[src/rtl/icache_axi_rd_bridge_pkg.sv]
// Shared definitions for the instruction-cache AXI read bridge:
// request type codes, FSM state encoding, AXI constants and AR payload helper.
package icache_axi_rd_bridge_pkg;

   // One-hot FSM encoding keeps the per-state output decodes to a single bit.
   typedef enum logic [2:0] {
      ST_IDLE = 3'b001,
      ST_AR   = 3'b010,
      ST_R    = 3'b100
   } state_e;

   // Cache-side read type codes.
   localparam logic [2:0] RD_TYPE_BYTE = 3'b000;
   localparam logic [2:0] RD_TYPE_HALF = 3'b001;
   localparam logic [2:0] RD_TYPE_WORD = 3'b010;
   localparam logic [2:0] RD_TYPE_LINE = 3'b100;

   // AXI constants.
   localparam logic [1:0] AXI_BURST_INCR = 2'b01;
   localparam logic [1:0] AXI_RESP_OKAY  = 2'b00;
   localparam logic [2:0] AXI_SIZE_WORD  = 3'b010;
   localparam logic [7:0] ARLEN_LINE     = 8'd7;
   localparam logic [7:0] ARLEN_SINGLE   = 8'd0;

   // AR channel payload captured when a request is accepted.
   typedef struct packed {
      logic [31:0] addr;
      logic [7:0]  len;
      logic [2:0]  size;
      logic [1:0]  burst;
   } ar_req_t;

   // Translate a cache request into its AXI read address payload.
   // Reserved type codes fall back to a single word read.
   function automatic ar_req_t build_ar_req(input logic [2:0]  rd_type,
                                            input logic [31:0] rd_addr);
      ar_req_t req;
      req.burst = AXI_BURST_INCR;
      case (rd_type)
         RD_TYPE_LINE: begin
            req.addr = {rd_addr[31:5], 5'b00000};
            req.len  = ARLEN_LINE;
            req.size = AXI_SIZE_WORD;
         end
         RD_TYPE_BYTE, RD_TYPE_HALF, RD_TYPE_WORD: begin
            req.addr = rd_addr;
            req.len  = ARLEN_SINGLE;
            req.size = {1'b0, rd_type[1:0]};
         end
         default: begin
            req.addr = rd_addr;
            req.len  = ARLEN_SINGLE;
            req.size = AXI_SIZE_WORD;
         end
      endcase
      return req;
   endfunction

endpackage

[src/rtl/icache_axi_rd_bridge.sv]
// Instruction-cache to AXI read bridge: one outstanding request, single-beat
// or 8-beat line bursts, data returned to the cache one cycle after each beat.
module icache_axi_rd_bridge
   import icache_axi_rd_bridge_pkg::*;
#(
   parameter int                  AXI_ID_W = 4,
   parameter logic [AXI_ID_W-1:0] RD_ARID  = {AXI_ID_W{1'b0}}
) (
   input  logic                clk,
   input  logic                reset,
   // cache side
   input  logic                rd_req,
   input  logic [2:0]          rd_type,
   input  logic [31:0]         rd_addr,
   output logic                rd_rdy,
   output logic                ret_valid,
   output logic                ret_last,
   output logic [31:0]         ret_data,
   output logic                bus_err,
   // AXI read address channel
   output logic [AXI_ID_W-1:0] arid,
   output logic [31:0]         araddr,
   output logic [7:0]          arlen,
   output logic [2:0]          arsize,
   output logic [1:0]          arburst,
   output logic                arvalid,
   input  logic                arready,
   // AXI read data channel
   input  logic [AXI_ID_W-1:0] rid,
   input  logic [31:0]         rdata,
   input  logic [1:0]          rresp,
   input  logic                rlast,
   input  logic                rvalid,
   output logic                rready
);

   state_e      state_q, state_d;
   ar_req_t     ar_q, ar_d;
   logic [2:0]  cnt_q, cnt_d;
   logic        ret_valid_q, ret_valid_d;
   logic        ret_last_q, ret_last_d;
   logic [31:0] ret_data_q, ret_data_d;
   logic        bus_err_q, bus_err_d;

   logic        rd_rdy_s;
   logic        arvalid_s;
   logic        rready_s;
   ar_req_t     req_s;
   logic        ar_hs_s;
   logic        r_hs_s;
   logic        beat_last_s;
   logic        rid_unused_s;

   // Only one ID is ever outstanding, so rid carries no information.
   assign rid_unused_s = ^rid;

   assign req_s       = build_ar_req(rd_type, rd_addr);
   assign ar_hs_s     = arvalid_s & arready;
   assign r_hs_s      = rready_s & rvalid;
   assign beat_last_s = ({5'b00000, cnt_q} == ar_q.len);

   // FSM state register.
   always_ff @(posedge clk or posedge reset) begin
      if (reset) begin
         state_q <= ST_IDLE;
      end else begin
         state_q <= state_d;
      end
   end

   // FSM next state: accept in IDLE, wait for AR handshake, drain to arlen.
   always_comb begin
      state_d = state_q;
      case (state_q)
         ST_IDLE: begin
            if (rd_req) begin
               state_d = ST_AR;
            end else begin
               state_d = ST_IDLE;
            end
         end
         ST_AR: begin
            if (arready) begin
               state_d = ST_R;
            end else begin
               state_d = ST_AR;
            end
         end
         ST_R: begin
            if (rvalid && beat_last_s) begin
               state_d = ST_IDLE;
            end else begin
               state_d = ST_R;
            end
         end
         default: begin
            state_d = ST_IDLE;
         end
      endcase
   end

   // FSM outputs: handshake enables decoded straight from the state register.
   always_comb begin
      rd_rdy_s  = 1'b0;
      arvalid_s = 1'b0;
      rready_s  = 1'b0;
      case (state_q)
         ST_IDLE: rd_rdy_s  = 1'b1;
         ST_AR:   arvalid_s = 1'b1;
         ST_R:    rready_s  = 1'b1;
         default: begin
            rd_rdy_s  = 1'b0;
            arvalid_s = 1'b0;
            rready_s  = 1'b0;
         end
      endcase
   end

   // Datapath next state: AR payload capture, beat counter, return beat.
   always_comb begin
      ar_d        = ar_q;
      cnt_d       = cnt_q;
      ret_data_d  = ret_data_q;
      ret_valid_d = r_hs_s;
      ret_last_d  = r_hs_s & beat_last_s;
      bus_err_d   = r_hs_s & ((rresp != AXI_RESP_OKAY) | (rlast != beat_last_s));

      if (rd_rdy_s && rd_req) begin
         ar_d = req_s;
      end else begin
         ar_d = ar_q;
      end

      // The counter saturates at the final beat so it never wraps in a request.
      if (ar_hs_s) begin
         cnt_d = 3'd0;
      end else if (r_hs_s && !beat_last_s) begin
         cnt_d = cnt_q + 3'd1;
      end else begin
         cnt_d = cnt_q;
      end

      if (r_hs_s) begin
         ret_data_d = rdata;
      end else begin
         ret_data_d = ret_data_q;
      end
   end

   // Datapath registers.
   always_ff @(posedge clk or posedge reset) begin
      if (reset) begin
         ar_q        <= '{addr: 32'h0000_0000, len: 8'd0, size: 3'd0, burst: 2'd0};
         cnt_q       <= 3'd0;
         ret_valid_q <= 1'b0;
         ret_last_q  <= 1'b0;
         ret_data_q  <= 32'h0000_0000;
         bus_err_q   <= 1'b0;
      end else begin
         ar_q        <= ar_d;
         cnt_q       <= cnt_d;
         ret_valid_q <= ret_valid_d;
         ret_last_q  <= ret_last_d;
         ret_data_q  <= ret_data_d;
         bus_err_q   <= bus_err_d;
      end
   end

   assign rd_rdy    = rd_rdy_s;
   assign arvalid   = arvalid_s;
   assign rready    = rready_s;
   assign arid      = RD_ARID;
   assign araddr    = ar_q.addr;
   assign arlen     = ar_q.len;
   assign arsize    = ar_q.size;
   assign arburst   = ar_q.burst;
   assign ret_valid = ret_valid_q;
   assign ret_last  = ret_last_q;
   assign ret_data  = ret_data_q;
   assign bus_err   = bus_err_q;

endmodule

[config.mk]
export PLATFORM = sky130hd
export DESIGN_NAME = icache_axi_rd_bridge
export DESIGN_NICKNAME = d
export VERILOG_FILES = /design/src/rtl/icache_axi_rd_bridge_pkg.sv /design/src/rtl/icache_axi_rd_bridge.sv
export SDC_FILE = /design/constraint.sdc
export NUM_CORES = 1
export LEC_CHECK = 0
export CORE_UTILIZATION = 40
export CTS_CLUSTER_DIAMETER = 80
export DETAILED_ROUTE_END_ITERATION = 16
export PLACE_DENSITY = 0.82
export SETUP_SLACK_MARGIN = 0.2
export SYNTH_ARGS = -nofsm -noshare
export SYNTH_HDL_FRONTEND = slang
export SYNTH_SLANG_ARGS = --single-unit
[constraint.sdc]
create_clock -name clk -period 6.56 [get_ports clk]
set_input_delay 0.656 -clock clk [delete_from_list [all_inputs] [get_ports clk]]
set_output_delay 0.656 -clock clk [all_outputs]
set_load 0.03 [all_outputs]
==> results of run 1 <==
## where the power goes
| group | total [mW] | internal, mW | switching [mW] | leakage, nW |
|---|---|---|---|---|
| sequential | 0.817 | 0.689 | 0.128 | 0.987 |
| clock | 0.345 | 0.185 | 0.160 | 0.0964 |
| combinational | 1.26 | 0.557 | 0.701 | 1.17 |
| total | 2.42 | 1.43 | 0.989 | 2.25 |
## synthesized netlist by cell type (all sizes together)
| cell | number |
|---|---|
| nand2 | 89 |
| dfrtp | 76 |
| mux2 | 32 |
| buf | 25 |
| a22o | 5 |
| inv | 3 |
| mux2i | 3 |
| nand3 | 3 |
| nand4 | 3 |
| nor2 | 3 |
| nor3b | 3 |
| and2 | 2 |
| nand2b | 2 |
| o21ai | 2 |
| a21boi | 1 |
| a21o | 1 |
| a21oi | 1 |
| a32oi | 1 |
| and4bb | 1 |
| conb | 1 |
| dfstp | 1 |
| ha | 1 |
| nand4b | 1 |
| nand4bb | 1 |
| nor2b | 1 |
| nor4bb | 1 |
| o211a | 1 |
| o22a | 1 |
| or4 | 1 |
| or4bb | 1 |
## flip-flops by register name, summed over array words and instances, names as in the netlist
name and flops:
arlen 1, state_q 3, ret_valid 1, ret_last 1
arburst 1, bus_err 1, cnt_q 3, ret_data 32
araddr 32, arsize 2
## cells by family after synthesis
family                     count (synthesis)  synth area share (%)
AOI/OAI and AO/OA                         13                  3.36
adders and majority gates                  1                 0.400
buffers and inverters                     28                  6.01
DFF                                       77                  61.7
muxes                                     35                  12.5
other                                      1                 0.120
and+or+nand+nor                          112                  15.9
## worst reg2reg max path: cells and delay by family (launching register included)
| kind | cells | cell delay [ns] |
|---|---|---|
| simple gates | 1 | 0.97 |
| mux | 1 | 0.43 |
| flops | 1 | 0.49 |
## per-layer routing
metal	share of wire (%)	vias up	track usage [%]
li1	-	1154	-
met1	42	1149	23.0
met2	50	92	31.5
met3	6.4	7	4.29
met4	0.99	0	6.59
met5	0	-	0
## stage by stage
stage	cells	power, mW	utilization [%]	hold WS [ns]	setup slack (ns)
global route	520	2.56	65.4	0.501	3.78
finish	520	2.42	65.4	0.471	3.93
CTS	520	2.45	65.4	0.481	3.88
detailed placement	504	2.10	62.8	0.462	3.96
floorplan	277	1.55	-	0.459	3.94
global placement	504	2.06	62.8	0.454	4.02
## final cells by class
cell class / instances / area, um2 / share of cell area (%)
inverters: 3 / 12.5 / 0.258
clock inverters: 4 / 47.5 / 0.982
clock buffers: 12 / 145 / 3.00
flip-flops and latches: 77 / 1930 / 39.8
well taps: 99 / 124 / 2.56
multi-input cells: 172 / 1060 / 21.9
repair buffers: 153 / 1520 / 31.5
## worst max-delay path by stage
stage                          from                       end  slack (ns)
5_1_grt        state_q[1]$_DFF_PP0_                   arvalid        3.78
3_5_place_dp                 rvalid  ret_data[28]$_DFFE_PP0P_        3.96
3_3_place_gp                 rvalid  ret_data[12]$_DFFE_PP0P_        4.02
4_1_cts        state_q[1]$_DFF_PP0_                   arvalid        3.88
6_report       state_q[1]$_DFF_PP0_                   arvalid        3.93
2_1_floorplan                 reset     araddr[0]$_DFFE_PP0P_        3.94
==> impl_summary.md, run 1 <==
Timing
The final worst-path cycle share is between 40% and 50%. The number of hold violations in the final report was 0. The final-report setup violation count is 0. On the final layout, the worst clock skew is roughly 0.011 ns. Adding up every negative setup slack in the final design gives 0 ns. In this run the tightest slew margin relative to its limit is 36.9%. Setup repair after global routing left no endpoint under its margin. For the pin with the worst max-slew slack, the measured transition is 0.946 ns. The final count of pins violating max slew came to 0. The maximum clock frequency is 380 MHz. The worst path needs 2.63 ns of the cycle, external delays included.

Floorplan
The row count is 31. The total die area is 8170 um2. The number of top-level pins is roughly 170. The floorplan step set the die width to 90.4 um. The region available for standard cell placement spans 7410 um2. For this configuration, the core starts out at a cell density of about 42%. The die boundary height is 90.4 um.

Clock tree
For the worst-skew pair, the clock arrives at the later sink with an insertion delay of 0.33 ns. The number of buffers inserted by hold repair at cts is 0. The root buffer cell chosen for the clock tree is sky130_fd_sc_hd__clkbuf_8.

Gates resized during post-CTS repair numbered 0. After clock tree synthesis, the setup repair step added 0 buffers. The clock drives 77 sinks.

TritonCTS built the clock tree. The post-CTS clock slew at the launch and capture registers of the worst setup and hold paths is 0.07 ns. The H-tree was split into 3 levels. The CTS buffer count is 9. In this run the deepest clock path goes through 2 buffers.

Synth
After synthesis, the cell types taking the most area are sky130_fd_sc_hd__dfrtp_1 61%, sky130_fd_sc_hd__mux2_2 12%, sky130_fd_sc_hd__nand2_1 11%. The post-synthesis sequential element count is 77. The cell area that synthesis handed to floorplanning was about 3100 um2.

The area share of the largest cell type after synthesis is 60.9%. The post-synthesis area per instance is 11.7 um2. The number of unique standard cell types used by synthesis is 33. The largest area contributor in the synthesized netlist is sky130_fd_sc_hd__dfrtp_1. The synthesized instance count is 267. The part of the Yosys area used for sequential elements is between 60 and 70%. The yosys synthesis warning count is 0.

Final layout
The layout overhead on the synthesized area is 55.0%. The number of antenna diodes in the final layout is 0. The layout cell share with drive strength beyond 1 is 13.1%. After filler insertion, the fill cell instance count of the layout stands at 610. In the layout the commonest cells are 150 x sky130_fd_sc_hd__clkdlybuf4s50_1, 89 x sky130_fd_sc_hd__nand2_1, 76 x sky130_fd_sc_hd__dfrtp_1. After the last flow step, the layout net total stands at between 400 and 500. The leading cell type in the layout, fill and taps excluded is sky130_fd_sc_hd__clkdlybuf4s50_1.

Summing all non-filler instances in the final layout gives an area of 4840 um2.

Worst hold path
The tightest min-delay check is of the reg2reg type. The hold-critical path depth is 2. The end of the worst hold path is arsize[0]$_DFFE_PP0P_. The start point of the worst hold path is arsize[0]$_DFFE_PP0P_.

Detailed routing
The detailed router finished its first iteration with 67 violations. Dividing the detail-routed via count by the number of cells gives 4.62. The first detailed-routing pass ran for 4 iterations. Dividing the detail-routed wire length by the instance count gives between 10 and 15 um. The DRC violations left is 0. The final layout contains routed wiring with a total length of 7060 um.

Summing over every cut layer, the via total after detailed routing is 2,402. The residual antenna-violating net count after detailed routing is 0.

Placed design
Summing all placed instances gives a cell area of 4650 um2. Summed over all nets, the half-perimeter wirelength after detailed placement is 5080 um. The congestion estimate from routability-driven global placement came to roughly 0.7. The total of buffers placed on input and output ports is 150.

Global routing
The number of antenna violations at the first check in global routing is 0. The number of global-route vias before repair is roughly 2,500. The largest net degree at the start of global routing is 78. The remaining global-route overflow is 0. The first-pass GRT wire length is 12,200 um. In the global route stage, overall resource usage came out at between 15 and 20%.

Job
Across the run, the number of max-cap violations was 0.

Worst setup path
Together, buffers and inverters on the worst path number 1. The kind of start point of the critical path is a flop. The startpoint of the worst register-to-register path is state_q[1]$_DFF_PP0_. The logic depth of the worst setup path including buffers is 2. On the worst path, the slowest cell contributes a delay of 0.76 ns.

For the worst setup path, the data required time is slightly below 6 ns. The terminus of the critical flop-to-flop path is ret_data[8]$_DFFE_PP0P_. The worst-path cell with the longest stage delay is sky130_fd_sc_hd__clkdlybuf4s50_1. The largest fanout of any net on the critical path is 9. The critical path goes through nor3b_1 > clkdlybuf4s50_1.

Broken down by cell family, the worst path's largest delay share belongs to buffers and inverters. The depth of the most critical reg-to-reg path is 2. In this run the register-to-register setup slack is 4.56 ns. STA puts the critical path data arrival time at 1.98 ns. The type of the worst setup path is reg2out. The endpoint type of the worst setup path is an output pin.

Power
The largest vdd supply drop is slightly above 0.3 mV. Summed over all cells, the static leakage comes to 2.25 nW. For this design the ratio of total power to cell area is 500 nW/um2.

Status
The run finished with clean final reports.
Note: power is estimated with default switching activity, not from simulation.
==> run 2, diff against run 1 <==
--- a/config.mk
+++ b/config.mk
@@ -5,10 +5,10 @@
 export SDC_FILE = /design/constraint.sdc
 export NUM_CORES = 1
 export LEC_CHECK = 0
-export CORE_UTILIZATION = 40
+export CORE_UTILIZATION = 35
 export CTS_CLUSTER_DIAMETER = 80
 export DETAILED_ROUTE_END_ITERATION = 16
-export PLACE_DENSITY = 0.82
+export PLACE_DENSITY = 0.76
 export SETUP_SLACK_MARGIN = 0.2
 export SYNTH_ARGS = -nofsm -noshare
 export SYNTH_HDL_FRONTEND = slang
==> constraint.sdc (replaced) <==
create_clock -name clk -period 2.36 [get_ports clk]
set_input_delay 0.236 -clock clk [delete_from_list [all_inputs] [get_ports clk]]
set_output_delay 0.236 -clock clk [all_outputs]
set_load 0.03 [all_outputs]
==> run 2 against run 1 <==
Cell count up 2.5%. Sequential power rose to 2.8 times the previous value. Hold slack lost 0.15 ns. Non-clock buffer count up 4. Sequential cell count did not move. Core utilization down 8.9 points. Worst setup slack worse by 3.5 ns. Clock power grew to 2.7 times the previous value. First-iteration DRC count rose by 46%. Register-to-register slack worse by 3.9 ns. Critical endpoint unchanged.
==> impl_summary.md, run 2 (synthesized netlist as in run 1, its figures left out) <==
Worst setup path
The logic depth of the worst setup path including buffers came to 2 (unchanged). The critical path arrival was 1.66 ns (-0.32 ns). In this design, the largest share of critical-path delay is due to flip-flops. The critical path ends at arvalid. The kind of start point of the critical path is a flop. The worst setup path is captured at an output pin. The worst register-to-register path begins at arlen[1]$_DFFE_PP0P_. The number of buffer and inverter instances along the worst setup path was 1 (unchanged). The largest individual stage delay along the critical path comes from the cell sky130_fd_sc_hd__dfrtp_1. The critical path is of the reg2out type.

Traced cell by cell, the critical path runs through nor3b_1 > dlygate4sd2_1. The slack of the worst reg-to-reg path is 0.69 ns (-3.87 ns). The depth of the most critical reg-to-reg path is 3 (+1).

The worst endpoint required time is 2.12 ns (-3.78 ns). The largest stage delay on the critical path came to 0.52 ns (-0.24 ns). The terminus of the critical flop-to-flop path is bus_err$_DFF_PP0_.

The largest fanout of any net on the critical path was 9 (unchanged). The beginning of the critical path is state_q[1]$_DFF_PP0_.

Placed design
The routability congestion estimate was 0.696 (-0.36%). The total of buffers placed on input and output ports was 150 (unchanged). The final HPWL from detailed placement is 5260 um (+3.4%).

Clock tree
The clock insertion delay at the later pin of the skew report is 0.33 ns (about the same). The number of levels in the clock H-tree came to 3 (unchanged). The total setup buffers inserted after CTS came to 0 (unchanged). The clock tree from TritonCTS is built.

The post-CTS clock slew at the launch and capture registers of the worst setup and hold paths came to 0.08 ns (about the same). The number of sinks driven by the clock tree is 77 (unchanged). The root buffer cell is sky130_fd_sc_hd__clkbuf_8. The number of buffers inserted by hold repair at cts is 0 (unchanged). The CTS buffer count is 9 (unchanged).

The maximum buffer depth of the clock tree is 2 (unchanged).

Final layout
The number of nets in the layout came to 500 (+0.81%). The share of the core filled with cells came to 56.5% (-8.9 points). Relative to the synthesized area, the layout overhead comes to 56.9%.

The filler cell count in the final layout is 762 (+25%). The multi-input logic area was 1070 um2 (+0.47%). The top cell types in the final layout, fill and taps aside, are 147 x sky130_fd_sc_hd__clkdlybuf4s50_1, 89 x sky130_fd_sc_hd__nand2_1, 76 x sky130_fd_sc_hd__dfrtp_1.

The antenna diode instance count is 0 (unchanged). The layout cell share with drive strength beyond 1 is 13.6% (+0.58 points). The register area is 1930 um2 (unchanged). The leading cell type in the layout, fill and taps excluded is sky130_fd_sc_hd__clkdlybuf4s50_1.

Floorplan
The initial cell density of the core is 36.0% (-6.2 points). The die width came to 96.5 um (+6.8%). The total core area came to 8680 um2 (+17%). The row count is 34 (+9.7%). The total die area was 9310 um2 (+14%). The number of top-level pins was 166 (unchanged). The die boundary height is 96.5 um (+6.8%).

Global routing
The remaining global-route overflow came to 0 (unchanged). The number of antenna violations at the first check in global routing is 0 (unchanged). The first-pass GRT wire length is 10,900 um (-11%).

The number of global-route vias before repair was 2,294 (-9.5%). The global-route usage over all layers is 15.7% (-2.8 points). The largest net degree at the start of global routing was 50 (-36%).

Detailed routing
In this run the top signal layer used is met4. The number of DRC markers after the initial detailed-route iteration was 98 (+46%). The total met2 wirelength after detailed routing was 3580 um (+0.31%). The detailed-routing iteration count for the pre-antenna-repair pass is 4 (unchanged).

The per-cell via count in the routed design is 4.52 (-2.1%). The met3 layer wire length in the routed design was 579 um (+28%). The detailed-route via count is 2,411 (+0.37%).

The total routed wire length on the met1 layer is 2960 um (-0.47%). The residual antenna-violating net count after detailed routing came to 0 (unchanged). The final wirelength is 7170 um (+1.6%). The average wire per standard cell is 13.5 um (-0.88%). The DRC violations left is 0 (unchanged).

Timing
The minimum clock period is 1.90 ns. The final worst-path cycle share is around four fifths. The post-route clock skew came to 0.00998 ns (-0.00148 ns). The final-report setup violation count is 0 (unchanged). The setup total negative slack is 0 ns (unchanged). Based on the critical path, the design can be clocked at up to 526 MHz. Setup repair after global routing left no endpoint under its margin. The number of hold violations in the final report came to 0 (unchanged).

The final count of pins violating max slew came to 0 (unchanged).

Power
The static leakage came to 2.29 nW (+1.8%). The sequential share of power came to 33.8% (about the same). The switching share of power is 40.9% (+0.097 points). The total power of the final layout came to 6.72 mW (+180%). The proportion of power drawn by combinational gates is 52.4% (+0.4 points).

The clock group share of total power is 13.8% (-0.5 points). The reported net switching power came to 2.75 mW (+180%). The total power density per cell area is 1370 nW/um2 (+170%). The cell-internal power was 3.97 mW (+180%).

The largest vdd supply drop is 0.869 mV (+190%).

Worst hold path
The min-delay analysis places its worst path in the category in2async.

Status
The flow ran to the end, and the final reports show no timing, DRC or antenna violations.

Job
The number of maximum-capacitance constraint violations was 0 (unchanged).
==> run 2: repair_timing <==
| item | in CTS | in global routing |
|---|---|---|
| pin swaps | 0 | 0 |
| setup endpoints to repair | 2 | 1 |
| gates resized for setup | 2 | 1 |
==> run 2: worst min-delay path by stage <==
| stage | from | cells past startpoint | to |
|---|---|---|---|
| 6_report | reset | 3 | ret_data[1]$_DFFE_PP0P_ |
| 5_1_grt | reset | 3 | ret_data[1]$_DFFE_PP0P_ |
| 4_1_cts | reset | 3 | bus_err$_DFF_PP0_ |
| 3_5_place_dp | arburst[0]$_DFFE_PP0P_ | 1 | arburst[0]$_DFFE_PP0P_ |
| 3_3_place_gp | arburst[0]$_DFFE_PP0P_ | 1 | arburst[0]$_DFFE_PP0P_ |
| 2_1_floorplan | arready | 1 | cnt_q[1]$_DFFE_PP0P_ |
==> run 2: area by class of cell <==
| type | instances | share of cell area [%] |
|---|---|---|
| repair buffers | 157 | 32.2 |
| clock inverters | 3 | 0.817 |
| well taps | 108 | 2.76 |
| inverters | 3 | 0.306 |
| clock buffers | 13 | 2.83 |
| flip-flops and latches | 77 | 39.3 |
| multi-input cells | 172 | 21.7 |
==> run 2: stage by stage <==
stage | cells | hold WS, ns | area (um2) | worst slack, ns
after global routing | 533 | 0.315 | 4900 | 0.341
after CTS | 533 | 0.309 | 4900 | 0.233
after global placement | 517 | 0.454 | 4720 | 0.510
final | 533 | 0.322 | 4900 | 0.460
after floorplan | 277 | 0.319 | 3170 | 0.674
after detailed placement | 517 | 0.452 | 4720 | 0.477
==> run 2: metal layers <==
layer  GRT usage [%]  vias to the layer above
met1            18.5                     1156
met2            26.3                       88
met5               0                        -
met4            4.04                        0
met3            6.42                        8
li1                -                     1159
==> run 2: power groups by stage <==
stage | sequential (mW) | clock [mW] | combinational [mW]
3_3_place_gp | 2.26 | 0 | 3.52
6_report | 2.27 | 0.928 | 3.52
4_1_cts | 2.28 | 0.964 | 3.57
2_1_floorplan | 3.37 | 0 | 0.956
5_1_grt | 2.36 | 1.02 | 3.76
3_5_place_dp | 2.29 | 0 | 3.57
==> run 2: tightest hold or removal path: stages <==
cell	delay, ns
sky130_fd_sc_hd__clkdlybuf4s50_1	0.45
sky130_fd_sc_hd__clkinvlp_4	0.13
sky130_fd_sc_hd__buf_12	0.19
